**config.mk**
```make
export PLATFORM = sky130hd
export DESIGN_NAME = priority_event_encoder
export DESIGN_NICKNAME = d
export VERILOG_FILES = /design/src/rtl/prio_enc_pkg.sv /design/src/rtl/priority_select.sv /design/src/rtl/priority_event_encoder.sv
export SDC_FILE = /design/constraint.sdc
export NUM_CORES = 1
export LEC_CHECK = 0
export CORE_ASPECT_RATIO = 1.2
export CORE_MARGIN = 4
export CORE_UTILIZATION = 43
export DETAILED_ROUTE_END_ITERATION = 16
export HOLD_SLACK_MARGIN = 0.1
export PLACE_DENSITY = 0.76
export SKIP_LAST_GASP = 1
export SLEW_MARGIN = 10
export SYNTH_ARGS = -nofsm -noshare
export SYNTH_HDL_FRONTEND = slang
export SYNTH_HIERARCHICAL = 1
export SYNTH_SLANG_ARGS = --single-unit
```
**constraint.sdc**
```tcl
create_clock -name clk -period 1.72 [get_ports clk]
set_input_delay 0.516 -clock clk [delete_from_list [all_inputs] [get_ports clk]]
set_output_delay 0.516 -clock clk [all_outputs]
set_load 0.05 [all_outputs]
```
**src/rtl/prio_enc_pkg.sv**
```systemverilog
// rtl/prio_enc_pkg.sv - shared constants and helpers for the priority event encoder
//
// Purpose : priority mode selectors and a one-hot decode helper, imported by
//           priority_select and priority_event_encoder.
// Ports   : none (package)

package prio_enc_pkg;

  localparam int MODE_FIXED = 0;
  localparam int MODE_RR    = 1;

  // Widest request vector the one-hot helper can decode.
  localparam int MAX_N = 64;

  // One-hot decode of idx into an n-wide field.
  // An idx at or above n decodes to all zeros.
  function automatic logic [MAX_N-1:0] onehot(input int unsigned idx, input int unsigned n);
    logic [MAX_N-1:0] v;
    for (int unsigned i = 0; i < MAX_N; i++) begin
      v[i] = (i == idx) && (i < n);
    end
    return v;
  endfunction

endpackage

```
**src/rtl/priority_select.sv**
```systemverilog
// rtl/priority_select.sv - combinational N-to-W priority selector
//
// Purpose : picks one set bit of vec. With rr_en=0 the highest index wins.
//           With rr_en=1 the lowest set index >= start_ptr wins. If no such
//           index exists, the search wraps to the lowest set index overall.
// Ports   : vec       in  N  candidate bits
//           start_ptr in  W  round-robin search start
//           rr_en     in  1  1 = round-robin, 0 = fixed (MSB highest)
//           idx       out W  selected index, 0 when vec is empty
//           any       out 1  vec has at least one bit set

module priority_select #(
  parameter int N = 8,
  parameter int W = $clog2(N)
) (
  input  logic [N-1:0] vec,
  input  logic [W-1:0] start_ptr,
  input  logic         rr_en,
  output logic [W-1:0] idx,
  output logic         any
);

  logic [W-1:0] hi_idx;
  logic [W-1:0] lo_idx;
  logic [W-1:0] top_idx;
  logic         hi_found;

  always_comb begin
    hi_idx   = '0;
    lo_idx   = '0;
    top_idx  = '0;
    hi_found = 1'b0;
    // The descending scan leaves the lowest matches in lo_idx and hi_idx.
    for (int i = N - 1; i >= 0; i--) begin
      if (vec[i]) begin
        lo_idx = W'(i);
        if (i >= int'(start_ptr)) begin
          hi_idx   = W'(i);
          hi_found = 1'b1;
        end
      end
    end
    // The ascending scan leaves the highest set index in top_idx.
    for (int i = 0; i < N; i++) begin
      if (vec[i]) begin
        top_idx = W'(i);
      end
    end
  end

  assign any = |vec;
  assign idx = rr_en ? (hi_found ? hi_idx : lo_idx) : top_idx;

endmodule

```
**src/rtl/priority_event_encoder.sv**
```systemverilog
// rtl/priority_event_encoder.sv - pending-event capture with a registered valid/ready issue stage
//
// Purpose : collects request events into a pending register. It issues one
//           eligible index at a time through a valid/ready output register,
//           using fixed or round-robin priority. It flags duplicate events.
// Ports   : clk       in  1  rising-edge clock
//           rst       in  1  synchronous active-high reset
//           req_in    in  N  request events
//           mask      in  N  1 = bit not eligible for issue (pending is still held)
//           out_ready in  1  consumer accepts out_idx
//           out_valid out 1  out_idx is valid
//           out_idx   out W  issued index
//           pending   out N  pending register
//           ovf       out 1  one-cycle duplicate-event pulse

module priority_event_encoder
  import prio_enc_pkg::*;
#(
  parameter int N       = 8,
  parameter int RR_MODE = MODE_FIXED,
  localparam int W      = $clog2(N)
) (
  input  logic         clk,
  input  logic         rst,
  input  logic [N-1:0] req_in,
  input  logic [N-1:0] mask,
  input  logic         out_ready,
  output logic         out_valid,
  output logic [W-1:0] out_idx,
  output logic [N-1:0] pending,
  output logic         ovf
);

  if (N < 2) begin : g_bad_n
    $error("priority_event_encoder: N must be >= 2");
  end
  if (N > MAX_N) begin : g_big_n
    $error("priority_event_encoder: N exceeds MAX_N");
  end

  logic [N-1:0] pending_q, pending_d;
  logic         out_valid_q, out_valid_d;
  logic [W-1:0] out_idx_q, out_idx_d;
  logic [W-1:0] rr_ptr_q, rr_ptr_d;
  logic         ovf_q, ovf_d;

  logic         fire;
  logic         load;
  logic [N-1:0] clr;
  logic [N-1:0] elig;
  logic [W-1:0] sel_idx;
  logic         sel_any;

  assign fire = out_valid_q & out_ready;
  assign clr  = fire ? N'(onehot(32'(out_idx_q), N)) : '0;
  // The bit being consumed this cycle is excluded, so it is never presented twice.
  assign elig = pending_q & ~mask & ~clr;
  assign load = !out_valid_q || out_ready;

  // The search starts from the post-issue pointer. This lets the index that
  // follows a just-accepted grant be considered first in the same cycle.
  priority_select #(.N(N), .W(W)) u_sel (
    .vec       (elig),
    .start_ptr (rr_ptr_d),
    .rr_en     (RR_MODE == MODE_RR),
    .idx       (sel_idx),
    .any       (sel_any)
  );

  always_comb begin
    rr_ptr_d = rr_ptr_q;
    if (fire) begin
      rr_ptr_d = (out_idx_q == W'(N - 1)) ? '0 : out_idx_q + W'(1);
    end
  end

  always_comb begin
    // When a bit is cleared and requested in the same cycle, the set wins.
    pending_d   = (pending_q & ~clr) | req_in;
    ovf_d       = |(req_in & pending_q & ~clr);
    out_valid_d = out_valid_q;
    out_idx_d   = out_idx_q;
    // A presented index is frozen until it is accepted.
    if (load) begin
      out_valid_d = sel_any;
      if (sel_any) begin
        out_idx_d = sel_idx;
      end
    end
  end

  always_ff @(posedge clk) begin
    if (rst) begin
      pending_q   <= '0;
      out_valid_q <= 1'b0;
      out_idx_q   <= '0;
      rr_ptr_q    <= '0;
      ovf_q       <= 1'b0;
    end else begin
      pending_q   <= pending_d;
      out_valid_q <= out_valid_d;
      out_idx_q   <= out_idx_d;
      rr_ptr_q    <= rr_ptr_d;
      ovf_q       <= ovf_d;
    end
  end

  assign out_valid = out_valid_q;
  assign out_idx   = out_idx_q;
  assign pending   = pending_q;
  assign ovf       = ovf_q;

endmodule

```
* Yosys cells after proc, flatten, opt, wreduce, memory -nomap -nowiden
Index checks and enable logic that the tools add are counted.
** Storage, ports and cells
- Flip-flop bits (word level) :: 13
- Bits of input ports :: 19
- Output and inout port bits :: 13
- Word-level logic and storage cells :: 34
** Cells by class
- Eq/ne operators :: 7
- Mux-type cells :: 8
- Bitwise gates (word level) :: 9
- Reductions and logical operators :: 6
** Operators with widths (number)
- bitwise AND 8 bit :: 5
- inverter 8 bit :: 2
- OR reduction 8 bit :: 2
- == test 3 bit, first input constant :: 4
- 2-to-1 mux 3 bit :: 4
- 2-to-1 mux 8 bit :: 1
- bitwise OR 8 bit :: 1
- == test 2 x 3 -> 1 bit, first input constant :: 2
- 2-to-1 mux 2 bit :: 2
- == test 1 x 3 -> 1 bit, first input constant :: 1
- zero test 3 bit :: 1
- AND reduction 2 bit :: 1
- bitwise AND 1 bit :: 1
- zero test 1 bit :: 1
- logical OR 1 bit :: 1
- 2-to-1 mux 1 bit :: 1

* Longest topological paths before layout
Gate-level depths: netlist of the first run.
- Depth after elaboration :: 11
- Gate-level depth with buffers :: 13
- Gate-level depth less buffers :: 12

* By module
The synthesis of the first run kept the hierarchy.
** Modules (own cells, without submodules)
- priority_event_encoder :: instances 1, cells an instance 102, area an instance 808.3 µm², sequential area each 320.3 µm²
- priority_select :: instances 1, cells an instance 53, area an instance 327.8 µm², sequential area each 0.0 µm²

* Least setup slack after synthesis of the first run
Ideal clock, no wire load.
- Path kind :: reg-to-reg
- From :: register out_idx_q[0] (netlist: out_idx[0])
- To :: register out_idx_q[2] (netlist: out_idx[2])
- Library setup time :: 70 ps
- Arrival time :: 2183 ps
- Required time :: 1650 ps
- Setup slack :: -534 ps
- Cell stages (with the launch flop) :: 11
- Buffers on the path :: 0
- Clock period less this slack :: 2254 ps
- Cell sequence :: dfxtp_1 > ha_1 > ha_1 > nand3_1 > nand2_1 > nor2_1 > nor4_1 > nand3_1 > inv_1 > o21ai_0 > a21oi_1
** Between the ends
- Elaborated cells on any way between the ends :: 17
- Those cells by class :: 7 x eq/ne; 5 x mux; 2 x bitwise; 3 x reduce/logical
** RTL lines
- start, declared :: line priority_event_encoder.sv:43 : logic [W-1:0] out_idx_q, out_idx_d;
- start signal, assigned :: line priority_event_encoder.sv:102 : out_idx_q <= out_idx_d;
- == test 2 x 3 -> 1 bit :: line prio_enc_pkg.sv:20 : v[i] = (i == idx) && (i < n);
- 2-to-1 mux 8 bit :: line priority_event_encoder.sv:55 : assign clr = fire ? N'(onehot(32'(out_idx_q), N)) : '0;
- inverter 8 bit :: line priority_event_encoder.sv:57 : assign elig = pending_q & ~mask & ~clr;
- bitwise AND 8 bit :: line priority_event_encoder.sv:57
- named net elig[3] :: line priority_event_encoder.sv:50 : logic [N-1:0] elig;
- OR reduction 8 bit :: line priority_select.sv:51 : assign any = |vec;
- named net sel_any :: line priority_event_encoder.sv:52 : logic sel_any;
- AND reduction 2 bit (no line)
The timed path passes the listed nets, and every way through them passes these cells.
A chain may end at the register's enable or synchronous reset.

* Final worst setup path of the first run
- From :: register out_idx_q[0] (netlist: out_idx[0])
- To :: register ovf_q (netlist: ovf)
** Between the ends
- Longest elaborated chain between the ends :: 5
- Elaborated cells on any way between the ends :: 12
- Those cells by class :: 7 x eq/ne; 1 x mux; 2 x bitwise; 2 x reduce/logical
** Ends and longest elaborated chain
- == test 1 x 3 -> 1 bit (tied with other cells) :: line prio_enc_pkg.sv:20
- 2-to-1 mux 8 bit * :: line priority_event_encoder.sv:55
- inverter 8 bit * :: line priority_event_encoder.sv:80 : ovf_d = |(req_in & pending_q & ~clr);
- bitwise AND 8 bit * :: line priority_event_encoder.sv:80
- OR reduction 8 bit * :: line priority_event_encoder.sv:80
- end signal, assigned :: line priority_event_encoder.sv:104 : ovf_q <= ovf_d;
- end, declared :: line priority_event_encoder.sv:45 : logic ovf_q, ovf_d;
Every way passes the cells marked *; elsewhere a longest branch is shown, timed or not.

==> results.json, run 1 <==
{
  "status": "finished, violations left",
  "violations": "setup timing",
  "static-leakage-power_nw": 0.8579,
  "dr.first_iter.drc_count": 85,
  "pin_count": 32,
  "antenna_cells": 0,
  "antenna_found_initial": 0,
  "drive_gt1_frac": 0.4273,
  "critPathLaunchType": "flop",
  "dp_hpwl_um": 2968,
  "slowest_stage": "dfxtp_4",
  "critPathMostFrequentCell": "buf_4",
  "n_fill_cell": 124,
  "avgRoutedWirePerCell_um": 16.58,
  "crit_type": "flop to flop",
  "critical_path.n_buffers_inverters": 6,
  "multi_input_area_um2": 932.1,
  "crit_chain": "buf_6, ha_4, nand4b_1, buf_4, buf_4, buf_4, buf_4, buf_4, a32oi_1, a41oi_1",
  "synth_edf_count": 0,
  "synth_seq_cells": 16,
  "cts_inserted_buffers": 3,
  "layout_commonest_cell": "buf_4",
  "io_buffers": 31,
  "worst_clock_skew_ns": 0.006686,
  "num_vias": 1507,
  "async_flop_share": 0,
  "period_share": 1.133,
  "dieArea_um2": 3532,
  "ctsHoldBuffers": 0,
  "seq_area_um2": 335.3,
  "grt_use_total": 0.2388,
  "drt-total-wl_um": 4311,
  "syn-cell-area_um2": 1136,
  "insertion_delay_ns": 0.31,
  "drt_drc_violations_left": 0,
  "syn2layout_area_growth_pct": 86.67,
  "start_util": 0.4495,
  "grt_overflow": 0,
  "htreeDepth": 1,
  "grt_pass1_vias": 1453,
  "design.core.area_um2": 2527,
  "clockRootBuffer": "clkbuf_4",
  "netlist_instances": 155,
  "hp-class": "flop to flop",
  "cp_top_family": "buffers and inverters",
  "yosysSeqAreaShare": 0.2819,
  "cts_sinks": 16,
  "final.setup.worst_slack_ns": -0.2281,
  "worstSetupEndpointType": "flop",
  "grt_max_degree": 17,
  "fmax_ghz": 0.5133,
  "ir_worst_vdd_uv": 556.6,
  "reg2reg_from": "out_idx[0]",
  "rsz0062_at_grt": "true",
  "arrival_ns": 2.13,
  "finalSetupViolCount": 6,
  "maxCapViolations": 0,
  "grt_pass1_wl_um": 6341,
  "critPathRequiredTime_ns": 1.90,
  "die_h_um": 64.31,
  "nNetsFinal": 253,
  "final_cell_mix": "37 x buf_4, 17 x a21oi_1, 17 x clkdlybuf4s50_1",
  "crit_fanout": 4,
  "total_power_mw": 1.405,
  "slew_violations": 0,
  "hold_viol_final": 0,
  "setup_tns_ns": -0.7408,
  "ant_nets": 0,
  "cellPowerDensity_nw_per_um2": 662.7,
  "yosysWarningCount": 6,
  "tritoncts": "done",
  "first_pass_iters": 5,
  "vias_per_cell": 5.796,
  "synth_ff_type": "dfxtp_1",
  "gp_congestion": 0.8487,
  "cts.path.max_buffers": 2,
  "synth.avg_cell_area_um2": 7.330,
  "layout_min_cycle_time_ns": 1.948,
  "rows": 20,
  "synth_cell_types": 38,
  "cts.clk_slew.worst_paths_ns": 0.11,
  "critPathMaxStageDelay_ns": 0.40,
  "holdCritStartpoint": "rr_ptr_q[2]",
  "die_w_um": 54.92,
  "crit_start": "out_idx[0]"
}
-- worst register-to-register path: cells and delay by family (launching register included) --
| kind | cells | cell delay [ns] |
|---|---|---|
| adders and majority gates | 1 | 0.12 |
| AOI/OAI and AO/OA | 2 | 0.38 |
| buffers and inverters | 6 | 0.79 |
| and+or+nand+nor | 1 | 0.16 |
| DFF | 1 | 0.40 |
-- state kept, by name, summed over array words and instances, names as in the netlist --
register,cells
out_idx,3
out_valid,1
ovf,1
pending,8
rr_ptr_q,3
-- cell usage after synthesis, types with 3 or more instances --
master    count  area share
nand4b_1      4       0.031
inv_1         7       0.023
nand2_1      19       0.063
nand4_1       3       0.017
a32oi_1       5       0.039
nand3_1       6       0.026
a21oi_1      19       0.084
o21ai_0       5       0.022
dfxtp_1      16        0.28
ha_1          6       0.066
nor2b_1       3       0.017
nor2_1       23       0.076
and2_1        4       0.022
buf_4         3       0.020
-- cell families (layout without fill, tap and decap cells) --
group,count (synthesis),count (layout),share of synthesized area
adder cells (fa/ha/maj),6,6,0.06608
AND/OR/NAND/NOR,71,71,0.3095
AO/OA/AOI/OAI,47,47,0.2742
flip-flops,16,16,0.2819
multiplexers,1,1,0.009911
buffers and inverters,13,81,0.05507
other,1,5,0.003301
-- through the flow --
| stage | hold slack (ns) | util | setup WS, ns | cells | cell area [um^2] |
|---|---|---|---|---|---|
| after CTS | 0.4773 | 0.8054 | -0.1302 | 256 | 2036 |
| after floorplan | 0.4380 | - | -0.01052 | 159 | 1280 |
| final | 0.4780 | 0.8391 | -0.2281 | 260 | 2121 |
| after global placement | 0.4483 | 0.7782 | -0.6069 | 248 | 1967 |
| after global routing | 0.5024 | 0.8391 | -0.3564 | 260 | 2121 |
| after detailed placement | 0.4633 | 0.7782 | -0.6884 | 248 | 1967 |
-- layer usage --
metal / GRT usage / wire (um)
met1: 0.2721 / 1527
met2: 0.4246 / 2351
met3: 0.04895 / 264
met4: 0.07295 / 168
met5: 0 / 0
-- final timing paths --
check	to	slack, ns	cells after the start
hold / removal	rr_ptr_q[2]	0.48	2
setup / recovery	ovf	-0.23	10
setup reg to reg	ovf	-0.23	10
hold reg to reg	rr_ptr_q[2]	0.48	2
-- layout make-up --
type,count,share of cell area
clock buffer,4,0.01711
multi-input combinational,130,0.4395
timing repair buffer,70,0.3510
inverter,7,0.01475
sequential,16,0.1581
tap,33,0.01947
-- power by group --
group	switching [mW]	internal (mW)
combinational	0.335	0.335
sequential	0.0585	0.405
clock	0.142	0.129
total	0.536	0.869
-- timing repair --
action / CTS / global route
endpoints found under the setup margin: 5 / 5
gates resized for setup: 2 / 17
setup buffers: 4 / 4
hold endpoints to repair: 0 / 0
pin swaps: 7 / 7
(Power assumes the default switching activity.)
==> run 2, diff against run 1 <==
Settings changed: CORE_UTILIZATION 43 to 37, PLACE_DENSITY 0.76 to 0.74, SYNTH_HIERARCHICAL 1 to unset.
==> run 2 against run 1 <==
  * The flow still finishes with violations (setup timing)
  * Largest power group unchanged
  * Highest routed layer unchanged
  * Critical path depth down 4
  * Combinational power down 22%
  * Critical endpoint is now out_idx[0]
  * Clock skew down 0.0058 ns
  * Clock-buffer cell count unchanged
==> results.json, run 2 <==
{
  "cts_sinks": 13,
  "p_seq_frac": 0.339,
  "rows": 17,
  "rsz0062_at_grt": "true",
  "violations": "setup timing",
  "worst_pin_slew_ns": 0.3097,
  "worst_clock_skew_ns": 0.0008424,
  "hold-worst-slack_ns": 0.5911,
  "antenna_found_initial": 0,
  "dp_hpwl_um": 2099,
  "p_int_mw": 0.7026,
  "design.core.area_um2": 1872,
  "period_share": 1.065,
  "async_flop_share": 0,
  "cellPowerDensity_nw_per_um2": 712.4,
  "pin_count": 32,
  "total_power_mw": 1.100,
  "synth_commonest_cells": "13 x dfxtp_1, 11 x o21ai_0, 8 x a21oi_1, 8 x inv_1, 7 x nor2_1",
  "first_pass_iters": 4,
  "swShare": 0.3612,
  "maxCapViolations": 0,
  "crit_type": "flop to flop",
  "tritoncts": "done",
  "yosysSeqAreaShare": 0.3502,
  "clockPowerShare": 0.184,
  "slew_violations": 0,
  "final_cell_mix": "32 x buf_4, 14 x clkdlybuf4s50_1, 13 x buf_12",
  "routed-wl-met3_um": 113,
  "yosysWarningCount": 0,
  "arrival_ns": 2.00,
  "wl_met1_um": 1114,
  "synth_cell_types": 30,
  "worstSetupEndpointType": "flop",
  "drt_drc_violations_left": 0,
  "rrSetupSlack_ns": -0.11,
  "status": "finished, violations left",
  "dp_worst_setup_slack_ns": -0.9065,
  "setup_tns_ns": -0.2969,
  "dr.max_layer_used": "met4",
  "synth_ff_type": "dfxtp_1",
  "synth.area.top_cells": "dfxtp_1 35%, o21ai_0 7.4%, a21oi_1 5.4%, nor2b_1 5.1%, nand2b_1 4.2%",
  "critPathRequiredTime_ns": 1.89,
  "grt_overflow": 0,
  "grt_pass1_vias": 1023,
  "ctsHoldBuffers": 0,
  "synth.avg_cell_area_um2": 7.992,
  "avgRoutedWirePerCell_um": 15.87,
  "gp_congestion": 0.8828,
  "fmax_ghz": 0.5457,
  "dieArea_um2": 2793,
  "fin_util": 0.8249,
  "start_util": 0.3971,
  "yosys.area.top_type_share": 0.3502,
  "critPathLaunchType": "flop",
  "syn2layout_area_growth_pct": 107.7,
  "final.setup.worst_slack_ns": -0.1126,
  "insertion_delay_ns": 0.29,
  "antenna_cells": 0,
  "grt_max_degree": 10,
  "vias_per_cell": 5.446,
  "yosysMostFrequentCell": "dfxtp_1",
  "cts.clk_slew.worst_paths_ns": 0.08,
  "grt_pass1_wl_um": 4312,
  "ant_nets": 0,
  "dr.first_iter.drc_count": 11,
  "synth_nets": 112,
  "num_vias": 964,
  "layout_min_cycle_time_ns": 1.833,
  "die_h_um": 57.10,
  "power_frac_comb": 0.477,
  "cts_inserted_buffers": 3,
  "grt_use_total": 0.1969,
  "clockRootBuffer": "clkbuf_4",
  "cts.path.max_buffers": 2,
  "netlist_instances": 93,
  "synth_seq_cells": 13,
  "drt-total-wl_um": 2809,
  "ir_worst_vdd_uv": 462.9,
  "hp-class": "flop to flop",
  "wl_met2_um": 1485,
  "die_w_um": 48.92,
  "static-leakage-power_nw": 0.6679,
  "hold_viol_final": 0,
  "io_buffers": 31,
  "max_slew_margin": 0.7914,
  "largest_reg_flops": 8,
  "synth_area_leader_cell": "dfxtp_1",
  "htreeDepth": 1,
  "finalSetupViolCount": 4,
  "layout_commonest_cell": "buf_4",
  "nNetsFinal": 178,
  "crit_fanout": 3,
  "syn-cell-area_um2": 743.2,
  "p_sw_mw": 0.3972,
  "drive_gt1_frac": 0.4177,
  "synth_edf_count": 0
}
==> run 2: worst paths after layout <==
kind | start | endpoint | cells after the start
setup / recovery | out_idx[2] | out_idx[0] | 6
hold / removal | pending[1] | pending[1] | 2
setup reg to reg | out_idx[2] | out_idx[0] | 6
hold reg to reg | pending[1] | pending[1] | 2
==> run 2: through the flow <==
| step | cell area (um^2) | instances |
|---|---|---|
| after detailed placement | 1408 | 165 |
| after global placement | 1408 | 165 |
| after CTS | 1509 | 175 |
| after global routing | 1544 | 177 |
| final | 1544 | 177 |
| after floorplan | 775.7 | 93 |
==> run 2: power groups by stage <==
stage | combinational [mW] | sequential, mW | clock, mW
3_5_place_dp | 0.476 | 0.377 | 0
5_1_grt | 0.549 | 0.377 | 0.218
3_3_place_gp | 0.467 | 0.376 | 0
2_1_floorplan | 0.128 | 0.456 | 0
6_report | 0.525 | 0.373 | 0.202
4_1_cts | 0.507 | 0.371 | 0.204
==> run 2: cell families after synthesis <==
kind of cell           count (synthesis)  share of synthesized area
multiplexers                           1                    0.01347
buffers and inverters                 11                    0.05892
AND/OR/NAND/NOR                       30                     0.2357
AO/OA/AOI/OAI                         38                     0.3418
flip-flops                            13                     0.3502
==> run 2: area by class of cell <==
class                           count  area (um^2)
Inverter                            8        30.03
Tap cell                           19        23.77
Clock buffer                        4        26.28
Fill cell                         120        327.8
Timing Repair Buffer               64        689.4
Multi-Input combinational cell     69        499.2
Sequential cell                    13        275.3
==> run 2: worst max-delay path, stage by stage (launching register included) <==
cell and delay [ns]:
dfxtp_4 0.38, nand3_4 0.07, o311a_1 0.32, or4b_4 0.55, buf_4 0.16, o21ai_0 0.15, o21bai_1 0.08
==> run 2: per-layer routing <==
metal / global-route usage / vias to the layer above
met5: 0 / -
met4: 0.1231 / 0
met3: 0.03655 / 11
met2: 0.3657 / 28
met1: 0.1981 / 452
li1: - / 473
==> run 2: what timing repair did <==
item	4_1_cts	5_1_grt
endpoints found under the hold margin	0	0
setup buffers	6	2
endpoints found under the setup margin	9	5
resized for setup	17	8
pin swaps	2	4
